File: src/rtl/pipe_hazard_ctrl.sv
// pipe_hazard_ctrl
// Hazard and forwarding controller for the pipelined RV32 core. It keeps a
// shift-register scoreboard of in-flight register writes for the DEPTH stages
// after ID. From that scoreboard it produces forwarding selects, load-use
// stalls and jump flushes, and it keeps saturating stall and flush counters.
//
// Ports:
//   clk, reset            clock; asynchronous active-high reset
//   id_*                  ID-stage instruction: valid, sources + use flags,
//                         destination, write enable, load flag
//   ex_jump_flag          taken jump/branch resolved in EX this cycle
//   perf_clear            synchronous clear of both performance counters
//   stall, bubble, flush  pipeline control to PC / IF-ID / ID-EX
//   fwd_rs1_sel/rs2_sel   0 = register file, k = output of stage k
//   stall_count/flush_count  saturating cycle counters
module pipe_hazard_ctrl #(
  parameter  int unsigned REG_AW     = 5,
  parameter  int unsigned DEPTH      = 3,
  parameter  int unsigned LOAD_READY = 2,
  parameter  int unsigned PERF_W     = 16,
  localparam int unsigned SEL_W      = $clog2(DEPTH + 1)
) (
  input  logic              clk,
  input  logic              reset,
  input  logic              id_valid,
  input  logic [REG_AW-1:0] id_rs1_addr,
  input  logic [REG_AW-1:0] id_rs2_addr,
  input  logic              id_rs1_used,
  input  logic              id_rs2_used,
  input  logic [REG_AW-1:0] id_rd_addr,
  input  logic              id_rf_wen,
  input  logic              id_is_load,
  input  logic              ex_jump_flag,
  input  logic              perf_clear,
  output logic              stall,
  output logic              bubble,
  output logic              flush,
  output logic [SEL_W-1:0]  fwd_rs1_sel,
  output logic [SEL_W-1:0]  fwd_rs2_sel,
  output logic [PERF_W-1:0] stall_count,
  output logic [PERF_W-1:0] flush_count
);

  // Scoreboard entry k mirrors the instruction currently in stage k.
  logic [DEPTH:1]             vld_q, vld_d;
  logic [DEPTH:1]             wen_q, wen_d;
  logic [DEPTH:1]             ld_q, ld_d;
  logic [DEPTH:1][REG_AW-1:0] rd_q, rd_d;

  logic [DEPTH:1] m1, m2;
  logic           lu_hazard;
  logic           issue;

  logic [PERF_W-1:0] stall_cnt_q, stall_cnt_d;
  logic [PERF_W-1:0] flush_cnt_q, flush_cnt_d;

  // Per-stage source match; x0 never creates a dependency.
  always_comb begin
    m1 = '0;
    m2 = '0;
    for (int unsigned k = 1; k <= DEPTH; k++) begin
      m1[k] = id_rs1_used && (id_rs1_addr != '0) && vld_q[k] && wen_q[k] &&
              (rd_q[k] == id_rs1_addr);
      m2[k] = id_rs2_used && (id_rs2_addr != '0) && vld_q[k] && wen_q[k] &&
              (rd_q[k] == id_rs2_addr);
    end
  end

  // Walk from oldest to youngest so the youngest producer is the last writer.
  always_comb begin
    fwd_rs1_sel = '0;
    fwd_rs2_sel = '0;
    lu_hazard   = 1'b0;
    for (int unsigned k = DEPTH; k >= 1; k--) begin
      if (m1[k]) fwd_rs1_sel = SEL_W'(k);
      if (m2[k]) fwd_rs2_sel = SEL_W'(k);
    end
    for (int unsigned k = 1; k < LOAD_READY && k <= DEPTH; k++) begin
      if ((m1[k] || m2[k]) && ld_q[k]) lu_hazard = 1'b1;
    end
  end

  // A resolved jump squashes the ID instruction, so it overrides the stall.
  assign flush  = ex_jump_flag;
  assign stall  = id_valid && !ex_jump_flag && lu_hazard;
  assign bubble = stall || flush;
  assign issue  = id_valid && !stall && !flush;

  always_comb begin
    vld_d = '0;
    wen_d = '0;
    ld_d  = '0;
    rd_d  = '0;
    for (int unsigned k = 2; k <= DEPTH; k++) begin
      vld_d[k] = vld_q[k-1];
      wen_d[k] = wen_q[k-1];
      ld_d[k]  = ld_q[k-1];
      rd_d[k]  = rd_q[k-1];
    end
    if (issue) begin
      vld_d[1] = 1'b1;
      rd_d[1]  = id_rd_addr;
      wen_d[1] = id_rf_wen && (id_rd_addr != '0);
      ld_d[1]  = id_is_load;
    end
  end

  always_comb begin
    stall_cnt_d = stall_cnt_q;
    flush_cnt_d = flush_cnt_q;
    if (perf_clear) begin
      stall_cnt_d = '0;
      flush_cnt_d = '0;
    end else begin
      if (stall && (stall_cnt_q != '1)) stall_cnt_d = stall_cnt_q + PERF_W'(1);
      if (flush && (flush_cnt_q != '1)) flush_cnt_d = flush_cnt_q + PERF_W'(1);
    end
  end

  always_ff @(posedge clk or posedge reset) begin
    if (reset) begin
      vld_q       <= '0;
      wen_q       <= '0;
      ld_q        <= '0;
      rd_q        <= '0;
      stall_cnt_q <= '0;
      flush_cnt_q <= '0;
    end else begin
      vld_q       <= vld_d;
      wen_q       <= wen_d;
      ld_q        <= ld_d;
      rd_q        <= rd_d;
      stall_cnt_q <= stall_cnt_d;
      flush_cnt_q <= flush_cnt_d;
    end
  end

  assign stall_count = stall_cnt_q;
  assign flush_count = flush_cnt_q;

endmodule

File: config.mk
export PLATFORM = sky130hd
export DESIGN_NAME = pipe_hazard_ctrl
export DESIGN_NICKNAME = d
export VERILOG_FILES = /design/src/rtl/pipe_hazard_ctrl.sv
export SDC_FILE = /design/constraint.sdc
export NUM_CORES = 1
export LEC_CHECK = 0
export ABC_AREA = 1
export CORE_MARGIN = 2
export CORE_UTILIZATION = 50
export CTS_BUF_LIST = sky130_fd_sc_hd__clkbuf_2
export CTS_CLUSTER_SIZE = 20
export DETAILED_ROUTE_END_ITERATION = 16
export PLACE_DENSITY = 0.82
export SLEW_MARGIN = 20
export SYNTH_ARGS = -nofsm -noshare
export SYNTH_HDL_FRONTEND = slang
export SYNTH_SLANG_ARGS = --single-unit
File: constraint.sdc
create_clock -name clk -period 2.3 [get_ports clk]
set_clock_uncertainty 0.15 [all_clocks]
set_input_delay 0.23 -clock clk [delete_from_list [all_inputs] [get_ports clk]]
set_output_delay 0.23 -clock clk [all_outputs]
set_load 0.02 [all_outputs]
# Word-level counts from Yosys, hierarchy flattened
# Cells that the tools add are included.
[word_totals] regBits=54 inputBits=24 out_inout_bits=39 elab_cells=70
[op_classes] add_sub_neg=2 eq_ne=8 mux=15 n_reduce_logical=37
[op_table] cell="$mux 16" n=4
[op_table] cell="$add 16x1->16 const B" n=2
[op_table] cell="$ne 16x16->1 const B" n=2
[op_table] cell="$eq 5x5->1" n=6
[op_table] cell="$logic_and 1x1->1" n=28
[op_table] cell="$reduce_bool 5->1" n=3
[op_table] cell="$mux 2" n=6
[op_table] cell="$mux 5" n=1
[op_table] cell="$mux 1" n=4
[op_table] cell="$reduce_bool 2->1" n=2
[op_table] cell="$logic_not 1->1" n=2
[op_table] cell="$logic_or 1x1->1" n=2

# Logic depth before layout (Yosys ltp)
# Gate-level depths: netlist of run 1.
[depth] depth_word=13 depth_mapped=12 ltp_nobuf=11

# Worst setup path before layout of run 1
# Ideal clock, no wire load.
[synth_timing] kind="reg2reg" from="reg stall_cnt_q[0] (netlist: stall_count[0])" to="reg stall_cnt_q[5] (netlist: stall_count[5])" setup_ns=0.116 arrival_ns=1.709 required_ns=2.034 setup_slack_ns=0.325 stages_incl_launch_ff=12 n_path_buf=1 period_less_slack_ns=1.975 path_cell_list="dfrtp_1 -> ha_1 -> nand2_1 -> nor2_4 -> nand3_4 -> nor2_4 -> nand3_2 -> nand4_4 -> nand2_4 -> buf_12 -> nand2_2 -> nand2_2"
[synth_between] elab_chain_cells=3 elab_cells_between_ends=6 classes_between="1 x add/sub; 1 x eq/ne; 2 x mux; 2 x reduce/logical"
[synth_rtl] element="from (decl)" line="54" rtl="logic [PERF_W-1:0] stall_cnt_q, stall_cnt_d;"
[synth_rtl] element="from (signal assigned)" line="133" rtl="stall_cnt_q <= stall_cnt_d;"
[synth_rtl] element="$add 16x1->16 or $ne 16x16->1 (tied branches)" line="115" rtl="if (stall && (stall_cnt_q != '1)) stall_cnt_d = stall_cnt_q + PERF_W'(1);"
[synth_rtl] element="$mux 16 or $logic_and 1x1->1 (tied branches)" line="115"
[synth_rtl] element="$mux 16 or $reduce_bool 2->1 (tied branches)"
# Parallel ways exist; a longest one is shown, timed or not. The select of a mux whose other input is x is not followed.
# A chain may end at the register's enable or synchronous reset.

# Worst setup path after layout of run 1
[layout_timing] from="reg rd_q, in the netlist rd_d[7]" to="out bubble"
[layout_between] elab_chain_cells=7 elab_cells_between_ends=9 classes_between="2 x eq/ne; 1 x mux; 6 x reduce/logical"
[layout_rtl] element="from (decl)" line="48" rtl="logic [DEPTH:1][REG_AW-1:0] rd_q, rd_d;"
[layout_rtl] element="from (signal assigned)" line="132" rtl="rd_q <= rd_d;"
[layout_rtl] element="$eq 5x5->1, on equally long branches" line="63, 65"
[layout_rtl] element="$logic_and 1x1->1, on equally long branches" line="62, 64"
[layout_rtl] element="$logic_or 1x1->1 *" line="79" rtl="if ((m1[k] || m2[k]) && ld_q[k]) lu_hazard = 1'b1;"
[layout_rtl] element="$logic_and 1x1->1 *" line="79"
[layout_rtl] element="$mux 1 *" line="79"
[layout_rtl] element="$logic_and 1x1->1 *" line="85" rtl="assign stall = id_valid && !ex_jump_flag && lu_hazard;"
[layout_rtl] element="$logic_or 1x1->1 *" line="86" rtl="assign bubble = stall || flush;"
[layout_rtl] element="to (decl)" line="36" rtl="output logic bubble,"
# Every way passes the cells marked *; elsewhere a longest branch is shown, timed or not.

==> results by group, run 1 <==
Run status
  • Outcome: complete, no violations

Floorplanning
  • Die area: 7070 µm²
  • Die height: 84.1 µm
  • Starting density of the core: 51.1%
  • Core Box Area: 6280 µm²
  • Placement Rows: 29
  • Io pins: 63
  • Die X: 84.1 µm

Timing
  • Final worst-path cycle share: 97.1%
  • RSZ-0062 raised after global routing: yes
  • Fin crit period: 2.23 ns
  • Finish-stage setup viols: 0
  • Rel. slew slack: 75.8%
  • Worst-margin pin slew: 0.360 ns
  • Fmax: 448 MHz
  • Total negative slack: 0 ns
  • Hold Vio Cnt, Final: 0
  • Slew Limit Fails: 0

CTS
  • CTS root buffer: clkbuf_2
  • CTS tree: yes
  • H-tree depth: 2
  • Clock-pin slew on the worst setup and hold paths: 0.27 ns
  • Clock Sinks: 54
  • Num CTS Buffers: 5
  • Worst-Skew Late Latency: 0.44 ns
  • Max clock buf depth: 2

Setup path
  • CP arrival: 1.85 ns
  • WP buf/inv: 3
  • Max incr delay on CP: 0.46 ns
  • CP required: 1.92 ns
  • Crit Path Category: register to output pin
  • Critical path's slowest cell: dfrtp_1
  • Crit end category: output pin
  • Crit path launch type: register
  • Worst-path fanout max: 3
  • CP delay by family, top: simple AND/OR/NAND/NOR gates
  • Critical path cell sequence: buf_6 -> xor2_1 -> nor2_1 -> nand3_2 -> nand2_2 -> nand3_2 -> inv_1 -> or2_2 -> buf_6

Yosys
  • Main combinational cell family by area after synthesis: simple AND/OR/NAND/NOR gates
  • Seq/Total Area, Yosys: 42.1%
  • Synth area leaders: dfrtp_1 (42%), nand2_1 (11%), nor2_1 (7.6%)
  • Adder-Cell Fraction of Synth Area: 0.780%
  • Flops & latches, synth: 54
  • Leading area contributor after synthesis: dfrtp_1
  • Ys Warns: 0
  • Synth cell types: 35
  • Xor/xnor share of the synthesized area: 7.37%
  • Simple-gate share of the synthesized area: 35.3%
  • Post-Syn Instances: 421
  • Synthesized net count: 447
  • Area of the mapped netlist: 3210 µm²
  • Mean area per synthesized cell: 7.62 µm²
  • Compound-Gate Fraction of Synth Area: 6.36%
  • Mux contribution to synthesized area: 0%
  • Synth top area share: 42.1%

Route
  • Number of DRC markers in iteration 0: 256
  • Vias per cell: 5.28
  • Drt drc: 0
  • Routed Antenna Nets: 0
  • Via count: 3,053
  • DR pass1 iterations: 4
  • Routed WL per cell: 13.8 µm
  • Final WL: 7990 µm

Cells and area
  • Layout cell share with drive strength beyond 1: 14.4%
  • Commonest non-fill, non-tap cell in the layout: nand2_1
  • Antenna Cells: 0
  • Commonest cells after routing, fill and taps aside: nand2_1 (92), nor2_1 (65), clkdlybuf4s50_1 (55)
  • Core Util, Final: 65.2%
  • Area Growth Syn to Fin: 27.6%
  • Final nets: 527
  • Design area: 4090 µm²

Placement
  • Gp weighted congestion: 0.870
  • Hpwl dp: 5850 µm
  • Placed cell areas: 3970 µm²
  • Port bufs: 62

Global route
  • Antenna violations before repair: 0
  • Vias in the first global route: 2,966
  • First-pass GRT wire length: 13,600 µm
  • Largest net degree at the start of global routing: 55
  • Total GRT Usage: 23.6%
  • Grt ovf: 0

Power
  • Cell Int Power: 1.27 mW
  • Switching power share of the total: 27.0%
  • Reg power frac: 57.8%
  • Pwr/cell area: 424 nW/µm²
  • P_sw: 469 µW
  • Worst VDD drop: 0.237 mV
  • Combinational power share: 15.1%
  • Clk pwr share: 27.0%
  • Lkg Pwr: 1.93 nW
  • Power, Total: 1.73 mW

Min path
  • Hold Path Class: input pin to register

Run
  • Max_cap viols: 0
==> flip-flops by register name (all words and copies together), names as in the netlist <==
signal	flops
flush_count	16
ld_q	1
rd_d	10
rd_q	5
stall_count	16
vld_q	3
wen_q	3
==> worst paths after layout <==
| check | from | endpoint | slack [ns] | cells after the start |
|---|---|---|---|---|
| worst max register to register | flush_count[0]$_DFFE_PP0P_ | flush_count[11]$_DFFE_PP0P_ | 0.27 | 9 |
| max in group asynchronous | reset | rd_d[8]$_DFF_PP0_ | 1.21 | 4 |
| min in group asynchronous | reset | rd_q[12]$_DFF_PP0_ | 0.51 | 4 |
| worst min register to register | wen_q[1]$_DFF_PP0_ | wen_q[2]$_DFF_PP0_ | 0.26 | 0 |
| worst max-delay path | rd_d[7]$_DFF_PP0_ | bubble | 0.07 | 9 |
| worst min-delay path | id_rd_addr[4] | rd_d[9]$_DFF_PP0_ | 0.16 | 3 |
==> power by group through the flow <==
stage / clock, mW / sequential [mW] / combinational (mW)
global route: 0.519 / 1.01 / 0.291
CTS: 0.479 / 1.00 / 0.255
detailed placement: 0 / 1.02 / 0.250
finish: 0.469 / 1.00 / 0.262
global placement: 0 / 1.02 / 0.246
floorplan: 0 / 1.02 / 0.127
==> layer usage <==
| metal | vias to the layer above | routed length [µm] | global-route usage, % |
|---|---|---|---|
| met5 | - | 0 | 0 |
| met4 | 0 | 135 | 6.89 |
| met3 | 15 | 363 | 3.76 |
| met2 | 77 | 3830 | 38.3 |
| met1 | 1462 | 3650 | 32.7 |
| li1 | 1499 | - | - |
==> Yosys cell counts (all sizes together) <==
cell type	count
a21boi	2
a21oi	15
buf	4
clkbuf	5
dfrtp	54
ha	2
inv	49
nand2	107
nand3	42
nand4	10
nor2	68
nor3	13
nor3b	1
nor4	2
o2111ai	1
o21ai	15
o31ai	3
or2	1
xnor2	6
xor2	21
==> through the flow <==
step	hold slack, ns	setup WS (ns)	std cells
after global routing	0.128	-0.0807	578
after floorplan	0.186	0.325	421
after global placement	0.207	-0.315	565
final	0.159	0.0659	578
after detailed placement	0.220	-0.335	565
after CTS	0.135	0.0312	576
==> final cells by class <==
cell class / count / area (µm²)
sequential: 54 / 1350
clock inverter: 2 / 33.8
inverter: 49 / 184
fill: 540 / 2190
timing repair buffer: 82 / 779
multi-input combinational: 309 / 1620
tap: 77 / 96.3
clock buffer: 5 / 25.0
==> worst register-to-register path, stage by stage, from the launching register on <==
cell,delay (ns)
dfrtp_1,0.49
ha_1,0.25
nand3_1,0.13
nor2_1,0.06
nand3_1,0.10
nand2_2,0.19
nor3_1,0.35
nand3_1,0.12
nand2_1,0.08
nor2_1,0.04
==> timing repair <==
action / CTS / global route
setup endpoints to repair: 6 / 6
buffers inserted: 3 / 2
resized for setup: 29 / 18
pin swaps: 0 / 11
hold endpoints to repair: 54 / 0
hold buffers: 1 / 0
==> cells by family after synthesis <==
group | Yosys count
AOI/OAI and AO/OA | 36
and+or+nand+nor | 244
DFF | 54
buffers and inverters | 58
xor gates and xnor gates | 27
adders and majority gates | 2
No activity file was read; power rests on OpenSTA's default activity.
==> inputs of run 2 (changes only) <==
--- a/config.mk
+++ b/config.mk
@@ -9,7 +9,7 @@
 export CORE_MARGIN = 2
 export CORE_UTILIZATION = 50
 export CTS_BUF_LIST = sky130_fd_sc_hd__clkbuf_2
-export CTS_CLUSTER_SIZE = 20
+export CTS_CLUSTER_SIZE = 24
 export DETAILED_ROUTE_END_ITERATION = 16
 export PLACE_DENSITY = 0.82
 export SLEW_MARGIN = 20
==> results of run 2 <==
No change in the layout: final DEF, timing and power equal those of run 1.
==> inputs of run 3 (changes only) <==
==> constraint.sdc (replaced) <==
create_clock -name clk -period 2.4 [get_ports clk]
set_clock_uncertainty 0.15 [all_clocks]
set_input_delay 0.24 -clock clk [delete_from_list [all_inputs] [get_ports clk]]
set_output_delay 0.24 -clock clk [all_outputs]
set_load 0.02 [all_outputs]
==> results by group, run 3 (same netlist as run 1, synthesis figures left out) <==
Floorplanning
  • Core Box Area: 6280 µm²
  • Starting density of the core: 51.1%
  • Io pins: 63
  • Die X: 84.1 µm
  • Die area: 7070 µm²
  • Die height: 84.1 µm
  • Placement Rows: 29

Power
  • Switching power share of the total: 29.0%
  • Clk pwr share: 23.3%
  • Pwr/cell area: 388 nW/µm²
  • Power, Total: 1.57 mW
  • Cell Int Power: 1.12 mW
  • Lkg Pwr: 1.90 nW
  • Worst VDD drop: 0.244 mV
  • Reg power frac: 61.1%
  • P_sw: 456 µW
  • Combinational power share: 15.6%

Route
  • Number of DRC markers in iteration 0: 134
  • Via count: 2,958
  • Drt drc: 0
  • Final WL: 7460 µm
  • Vias per cell: 5.13
  • Routed Antenna Nets: 0
  • Routed WL per cell: 12.9 µm
  • DR pass1 iterations: 4

Min path
  • End of the worst hold path: rd_d[6]$_DFF_PP0_
  • Worst Hold Depth: 3
  • Hold Path Class: input pin to register
  • Hold path start: id_rd_addr[1]

Timing
  • Fmax: 440 MHz
  • RSZ-0062 raised after global routing: yes
  • Slew Limit Fails: 0
  • Setup ws final: 0.129 ns
  • Worst-margin pin slew: 0.482 ns
  • Finish-stage setup viols: 0
  • Fin crit period: 2.27 ns
  • Hold Vio Cnt, Final: 0
  • Rel. slew slack: 67.8%
  • Total negative slack: 0 ns
  • Final worst-path cycle share: 94.6%

Global route
  • Vias in the first global route: 2,955
  • Largest net degree at the start of global routing: 55
  • Total GRT Usage: 22.9%
  • Antenna violations before repair: 0
  • Grt ovf: 0
  • First-pass GRT wire length: 13,300 µm

Cells and area
  • Commonest cells after routing, fill and taps aside: nand2_1 (91), nor2_1 (65), clkdlybuf4s50_1 (56)
  • Fillcell total: 575
  • Final nets: 525
  • Antenna Cells: 0
  • Layout cell share with drive strength beyond 1: 14.0%
  • Area Growth Syn to Fin: 26.3%
  • Footprint of the multi-input gates: 1620 µm²
  • Total area of sequential cells: 1350 µm²
  • Core Util, Final: 64.5%
  • Commonest non-fill, non-tap cell in the layout: nand2_1

Setup path
  • Crit end category: output pin
  • WP buf/inv: 1
  • Worst Reg-to-Reg Cells: 9
  • CP required: 2.01 ns
  • RR Endpoint: flush_count[11]$_DFFE_PP0P_
  • CP arrival: 1.88 ns
  • CP delay by family, top: flip-flops
  • Critical path's slowest cell: dfrtp_1
  • Max incr delay on CP: 0.47 ns
  • Worst R2R Start: flush_count[0]$_DFFE_PP0P_
  • Critical path cell sequence: xnor2_1 -> nand3_1 -> nor3_2 -> o2111ai_2 -> a21boi_1 -> buf_4
  • Setup slack, reg-to-reg: 0.27 ns
  • Crit path launch type: register
  • Worst-path fanout max: 2
  • Crit Path Category: register to output pin

Run status
  • Outcome: complete, no violations

CTS
  • Clock Sinks: 54
  • Max clock buf depth: 2
  • Worst-Skew Late Latency: 0.43 ns
  • Clock-pin slew on the worst setup and hold paths: 0.28 ns
  • CTS root buffer: clkbuf_2
  • Num CTS Buffers: 5
  • H-tree depth: 2
  • CTS tree: yes

Run
  • Max_cap viols: 0

Placement
  • Place WS: -0.280 ns
  • Hpwl dp: 5600 µm
  • Gp weighted congestion: 0.914
  • Port bufs: 62
run 3: how the worst max path moves through the flow:
stage / from / end / slack, ns / cells after the start
after floorplan: stall_count[0]$_DFFE_PP0P_ / stall_count[5]$_DFFE_PP0P_ / 0.42 / 11
after global placement: id_rs2_addr[2] / fwd_rs2_sel[0] / -0.24 / 7
after detailed placement: id_rs2_addr[2] / fwd_rs2_sel[1] / -0.28 / 7
after CTS: rd_q[12]$_DFF_PP0_ / fwd_rs2_sel[1] / 0.01 / 6
after global routing: rd_q[12]$_DFF_PP0_ / fwd_rs2_sel[1] / -0.06 / 6
final: rd_q[12]$_DFF_PP0_ / fwd_rs2_sel[1] / 0.13 / 6
run 3: final cells by class:
class / count / area share, %
timing repair buffer: 80 / 18.6
inverter: 49 / 4.54
tap: 77 / 2.38
clock buffer: 5 / 0.618
multi-input combinational: 309 / 40.0
sequential: 54 / 33.4
clock inverter: 3 / 0.494
run 3: layer usage:
metal | wire, µm | up-vias | GRT usage [%]
met2 | 3550 | 70 | 38.1
met1 | 3490 | 1383 | 31.4
met3 | 337 | 7 | 3.76
met5 | 0 | - | 0
met4 | 83 | 0 | 5.13
li1 | - | 1498 | -
run 3: power by group through the flow:
stage / Sequential [mW] / Clock (mW) / Combinational (mW)
floorplan: 0.981 / 0 / 0.121
global placement: 0.974 / 0 / 0.238
detailed placement: 0.976 / 0 / 0.241
CTS: 0.961 / 0.385 / 0.245
global route: 0.966 / 0.429 / 0.276
finish: 0.961 / 0.366 / 0.245
run 3: worst min-delay path, stage by stage:
cell and delay, ns:
clkdlybuf4s50_1 0.40, inv_1 0.07, nor2_1 0.04
run 3: through the flow:
step	instance area, µm²	cells	hold slack (ns)
after global routing	4050	577	0.0829
after global placement	3980	566	0.207
after CTS	4030	575	0.137
after floorplan	3210	421	0.196
after detailed placement	3980	566	0.211
final	4050	577	0.171
run 3: repair_timing:
item,CTS,global route
resized for setup,16,21
pin swaps,0,9
setup buffers,0,2
endpoints found under the hold margin,54,0
setup endpoints to repair,6,6
hold buffers,1,0
==> edit 1 (settings of run 1) <==
Make the reset (`reset`) synchronous in one clocked block. Comments in the files are not updated.
--- a/src/rtl/pipe_hazard_ctrl.sv
+++ b/src/rtl/pipe_hazard_ctrl.sv
@@ -118,5 +118,5 @@
   end
 
-  always_ff @(posedge clk or posedge reset) begin
+  always_ff @(posedge clk) begin
     if (reset) begin
       vld_q       <= '0;
Check against the original RTL: differs if reset is asserted again (counterexample within 4 cycles, from zero or initial values and one cycle with reset high); with reset held inactive, the same outputs for 10 cycles.
==> edit 1 against run 1 <==
Maximum frequency up 2.6%. Final cell count up 3.6%. Design area down 8.3%. Power down 15%. Synthesized area down 5.9%. Sequential cell count unchanged. Setup slack better by 0.057 ns. Hold slack better by 0.020 ns. Wire length down 11%. Non-clock buffer count down 11. Critical path type unchanged.
==> edit 1: results (changes against run 1) <==
| Metric | Value |
|---|---|
| Status | `finished clean (unchanged)` |
| Total leakage power | `1.56 nW (was 1.93 nW)` |
| Via/cell ratio | `4.92 (was 5.28)` |
| Critical Path Slowest Stage Cell | `dfxtp_2 (was dfrtp_1)` |
| Max VDD drop | `0.000234 V (was 0.000237 V)` |
| Met2 GRT Util | `38.6% (was 38.3%)` |
| DRT met1 WL | `3.30 mm (was 3.65 mm)` |
| Total GRT Usage | `22.5% (was 23.6%)` |
| Reg clk slew, reported paths | `0.24 ns (was 0.27 ns)` |
| Slowest stage delay, CP | `0.39 ns (was 0.46 ns)` |
| CP max FO | `2 (was 3)` |
| Leading post-synthesis cells by cell area | `dfxtp_1, nand2_1, inv_1 (was dfrtp_1, nand2_1, nor2_1)` |
| Met3 wire len | `335 um (was 363 um)` |
| Dpl cells | `591 (was 565)` |
| Quantity of gates resized following cts | `30 (was 29)` |
| Synthesized area per cell | `6.65 sq um (was 7.62 sq um)` |
| Worst rel slew slack | `74.0% (was 75.8%)` |
| Post-DP HPWL | `5.52 mm (was 5.85 mm)` |
| Met2 routed WL | `3.29 mm (was 3.83 mm)` |
| GP Congestion | `0.896 (was 0.870)` |
| WL/cell | `11.8 um (was 13.8 um)` |
| DP Worst Slack | `-0.432 ns (was -0.335 ns)` |
| Net Sw Power | `0.372 mW (was 0.469 mW)` |
| DP Area | `3720 sq um (was 3970 sq um)` |
| Vias in the first global route | `2,710 (was 2,966)` |
| Postcts setup bufs | `0 (was 3)` |
| Total Wirelength | `7.07 mm (was 7.99 mm)` |
| Async set-or-reset flop fraction in the synthesized netlist | `0% (was 100%)` |
| Synth cell types | `32 (was 35)` |
| First-pass GRT wire length | `11.8 mm (was 13.6 mm)` |
| Layout Nets | `549 (was 527)` |
| Pin count of the biggest net entering global routing | `27 (was 55)` |
| Commonest cells in the netlist | `nand2_1, inv_1, nor2_1, dfxtp_1, nand3_1 (was nand2_1, nor2_1, dfrtp_1, inv_1, nand3_1)` |
| Met3 usage | `3.52% (was 3.76%)` |
| Drt initial violations | `129 (was 256)` |
| Clk Latency, worst-skew pair | `0.41 ns (was 0.44 ns)` |
| Worst EP arrival | `1.80 ns (was 1.85 ns)` |
## edit 1: changes by cell type after synthesis, moves of 3 or more
| cell | change |
|---|---|
| nand4_1 | +8 |
| nor4_1 | +3 |
| nand2_1 | -6 |
| nand2_2 | -13 |
| o31ai_1 | -3 |
| o21ai_0 | +5 |
| xnor2_1 | -3 |
| dfrtp_1 | -54 |
| a21oi_1 | +5 |
| nand3_1 | -13 |
| nor2_1 | +14 |
| inv_1 | +41 |
| dfxtp_1 | +54 |
## edit 1: final timing paths
| path | start | to | slack, ns | cells after the start |
|---|---|---|---|---|
| worst max-delay path | rd_q[13] | fwd_rs2_sel[0] | 0.12 | 5 |
| worst min register to register | wen_q[2] | wen_q[3] | 0.27 | 2 |
| worst max register to register | flush_count[1] | flush_count[7] | 0.37 | 9 |
| worst min-delay path | id_is_load | ld_q[1] | 0.18 | 3 |
## edit 1: cells by family after synthesis
family                   Yosys count  share of synthesized area [%]
buffers and inverters             97                           13.7
AO/OA/AOI/OAI                     42                           7.21
XOR/XNOR                          24                           6.97
AND/OR/NAND/NOR                  235                           35.5
flip-flops                        54                           35.8
adder cells (fa/ha/maj)            2                          0.829
## edit 1: layout make-up
cell class / count / area, sq um
Fill cell: 539 / 2130
Multi-Input combinational cell: 303 / 1540
Timing Repair Buffer: 71 / 663
Tap cell: 75 / 93.8
Inverter: 88 / 330
Clock buffer: 6 / 30.0
Clock inverter: 2 / 8.76
Sequential cell: 54 / 1090
## edit 1: power groups by stage
stage	Clock [mW]	Sequential, mW	Combinational [mW]
after detailed placement	0	0.972	0.156
after floorplan	0	0.972	0.0794
after global placement	0	0.972	0.156
after CTS	0.367	0.955	0.158
after global routing	0.407	0.958	0.174
final	0.354	0.955	0.157
==> edit 2 (settings of run 1) <==
Made on the original files. Set the parameter `PERF_W` to 14 (it was 16).
--- a/src/rtl/pipe_hazard_ctrl.sv
+++ b/src/rtl/pipe_hazard_ctrl.sv
@@ -18,5 +18,5 @@
   parameter  int unsigned DEPTH      = 3,
   parameter  int unsigned LOAD_READY = 2,
-  parameter  int unsigned PERF_W     = 16,
+  parameter  int unsigned PERF_W     = 14,
   localparam int unsigned SEL_W      = $clog2(DEPTH + 1)
 ) (
Ports: changed (resized flush_count and stall_count); port bits go from 63 to 59. No check against the original RTL was run, so the function may have changed too.
==> edit 2 against run 1 <==
Wire length decreased by 11%. Sequential cell count decreased by 4. Synthesized cell count is 9.5% lower. Setup slack got worse by 0.0056 ns. Hold slack worse by 0.0071 ns. Power is 4.1% lower. Non-clock buffer count increased by 1. Via count fell by 10%. Design area fell by 7.9%. Synthesized area down 11%. Critical path type unchanged. Highest routed layer unchanged.
==> edit 2: results (changes against run 1) <==
| Metric | Value |
|---|---|
| Layout cells sized above 1 | `13.4% (was 14.4%)` |
| Met2 routed WL | `3.49 mm (was 3.83 mm)` |
| Pin count of the biggest net entering global routing | `32 (was 55)` |
| Fill cells | `480 (was 540)` |
| Max VDD drop | `0.000348 V (was 0.000237 V)` |
| PortBufs | `58 (was 62)` |
| Met3 wire len | `333 um (was 363 um)` |
| Status | `finished clean (unchanged)` |
| Pint | `1.21 mW (was 1.27 mW)` |
| GP Congestion | `0.934 (was 0.870)` |
| Via count | `2,740 (was 3,053)` |
| Synth cell types | `30 (was 35)` |
| DRT met1 WL | `3.25 mm (was 3.65 mm)` |
| Layout Nets | `489 (was 527)` |
| Total GRT Usage | `23.5% (was 23.6%)` |
| Adder-cell share of the synthesized area | `0.879% (was 0.780%)` |
| Leading post-synthesis cells by cell area | `dfrtp_1, nand2_1, nor2_1 (unchanged)` |
| Vias in the first global route | `2,622 (was 2,966)` |
| Post-Synth XOR/XNOR Area | `6.46% (was 7.37%)` |
| Worst rel slew slack | `69.9% (was 75.8%)` |
| Post-synth top area share | `43.9% (was 42.1%)` |
| Post-synthesis sequential area ratio | `43.9% (was 42.1%)` |
| Syn Nets | `407 (was 447)` |
| Post-DP HPWL | `5.40 mm (was 5.85 mm)` |
| Total Wirelength | `7.14 mm (was 7.99 mm)` |
edit 2: cell types whose count changed in the layout (fill, tap and decap cells not counted), sizes merged, moves of 4 or more:
cell,change
nand2,-13
nor2,-12
dfrtp,-4
nand3,-8
xor2,-6
edit 2: layout make-up:
class / instances / area share [%]
Multi-Input combinational cell: 271 / 36.8
Inverter: 52 / 5.18
Clock buffer: 5 / 0.664
Clock inverter: 3 / 1.13
Sequential cell: 50 / 33.2
Tap cell: 72 / 2.39
Timing Repair Buffer: 83 / 20.6
edit 2: cell families (layout without fill, tap and decap cells):
| kind of cell | Yosys count | after routing |
|---|---|---|
| DFF | 50 | 50 |
| xor gates and xnor gates | 21 | 21 |
| adders and majority gates | 2 | 2 |
| buffers and inverters | 60 | 143 |
| AOI/OAI and AO/OA | 37 | 37 |
| and+or+nand+nor | 211 | 211 |
edit 2: worst paths after layout:
check	depth (start not counted)	endpoint	startpoint
max	11	bubble	rd_d[9]
min	3	ld_q[1]	id_is_load
max reg2reg	11	flush_count[5]	flush_count[1]
min reg2reg	0	vld_q[2]	vld_q[1]
max in group asynchronous	4	stall_count[6]	reset
min in group asynchronous	3	flush_count[9]	reset
edit 2: timing repair:
action / 4_1_cts / 5_1_grt
endpoints found under the hold margin: 19 / 0
resized for setup: 19 / 23
buffers inserted: 2 / 3
gates cloned: 0 / 0
endpoints found under the setup margin: 6 / 7
hold buffers: 1 / 0
pin swaps: 0 / 3
edit 2: layer usage:
metal / global-route usage, % / vias to the layer above
met5: 0 / -
met4: 5.00 / 0
met3: 3.62 / 7
met2: 40.4 / 77
met1: 31.5 / 1274
li1: - / 1382
edit 2: power by group through the flow:
stage	clock, mW	combinational (mW)	sequential, mW
detailed placement	0	0.248	0.947
global placement	0	0.242	0.945
finish	0.471	0.261	0.931
floorplan	0	0.115	0.953
global route	0.522	0.288	0.936
CTS	0.481	0.252	0.932
edit 2: worst max-delay path: cells and delay by family, from the launching register on:
family,cells,cell delay [ns]
buf+inv,3,0.30
flops,1,0.46
simple gates,8,0.67
edit 2: metrics by stage:
stage | hold slack, ns | cells | power [mW] | utilization [%] | setup slack (ns)
detailed placement | 0.215 | 522 | 1.19 | 66.0 | -0.314
global route | 0.113 | 536 | 1.75 | 68.5 | -0.0726
finish | 0.152 | 536 | 1.66 | 68.5 | 0.0603
floorplan | 0.186 | 381 | 1.07 | - | 0.335
CTS | 0.129 | 533 | 1.66 | 67.7 | 0.00235
global placement | 0.209 | 522 | 1.19 | 66.0 | -0.272
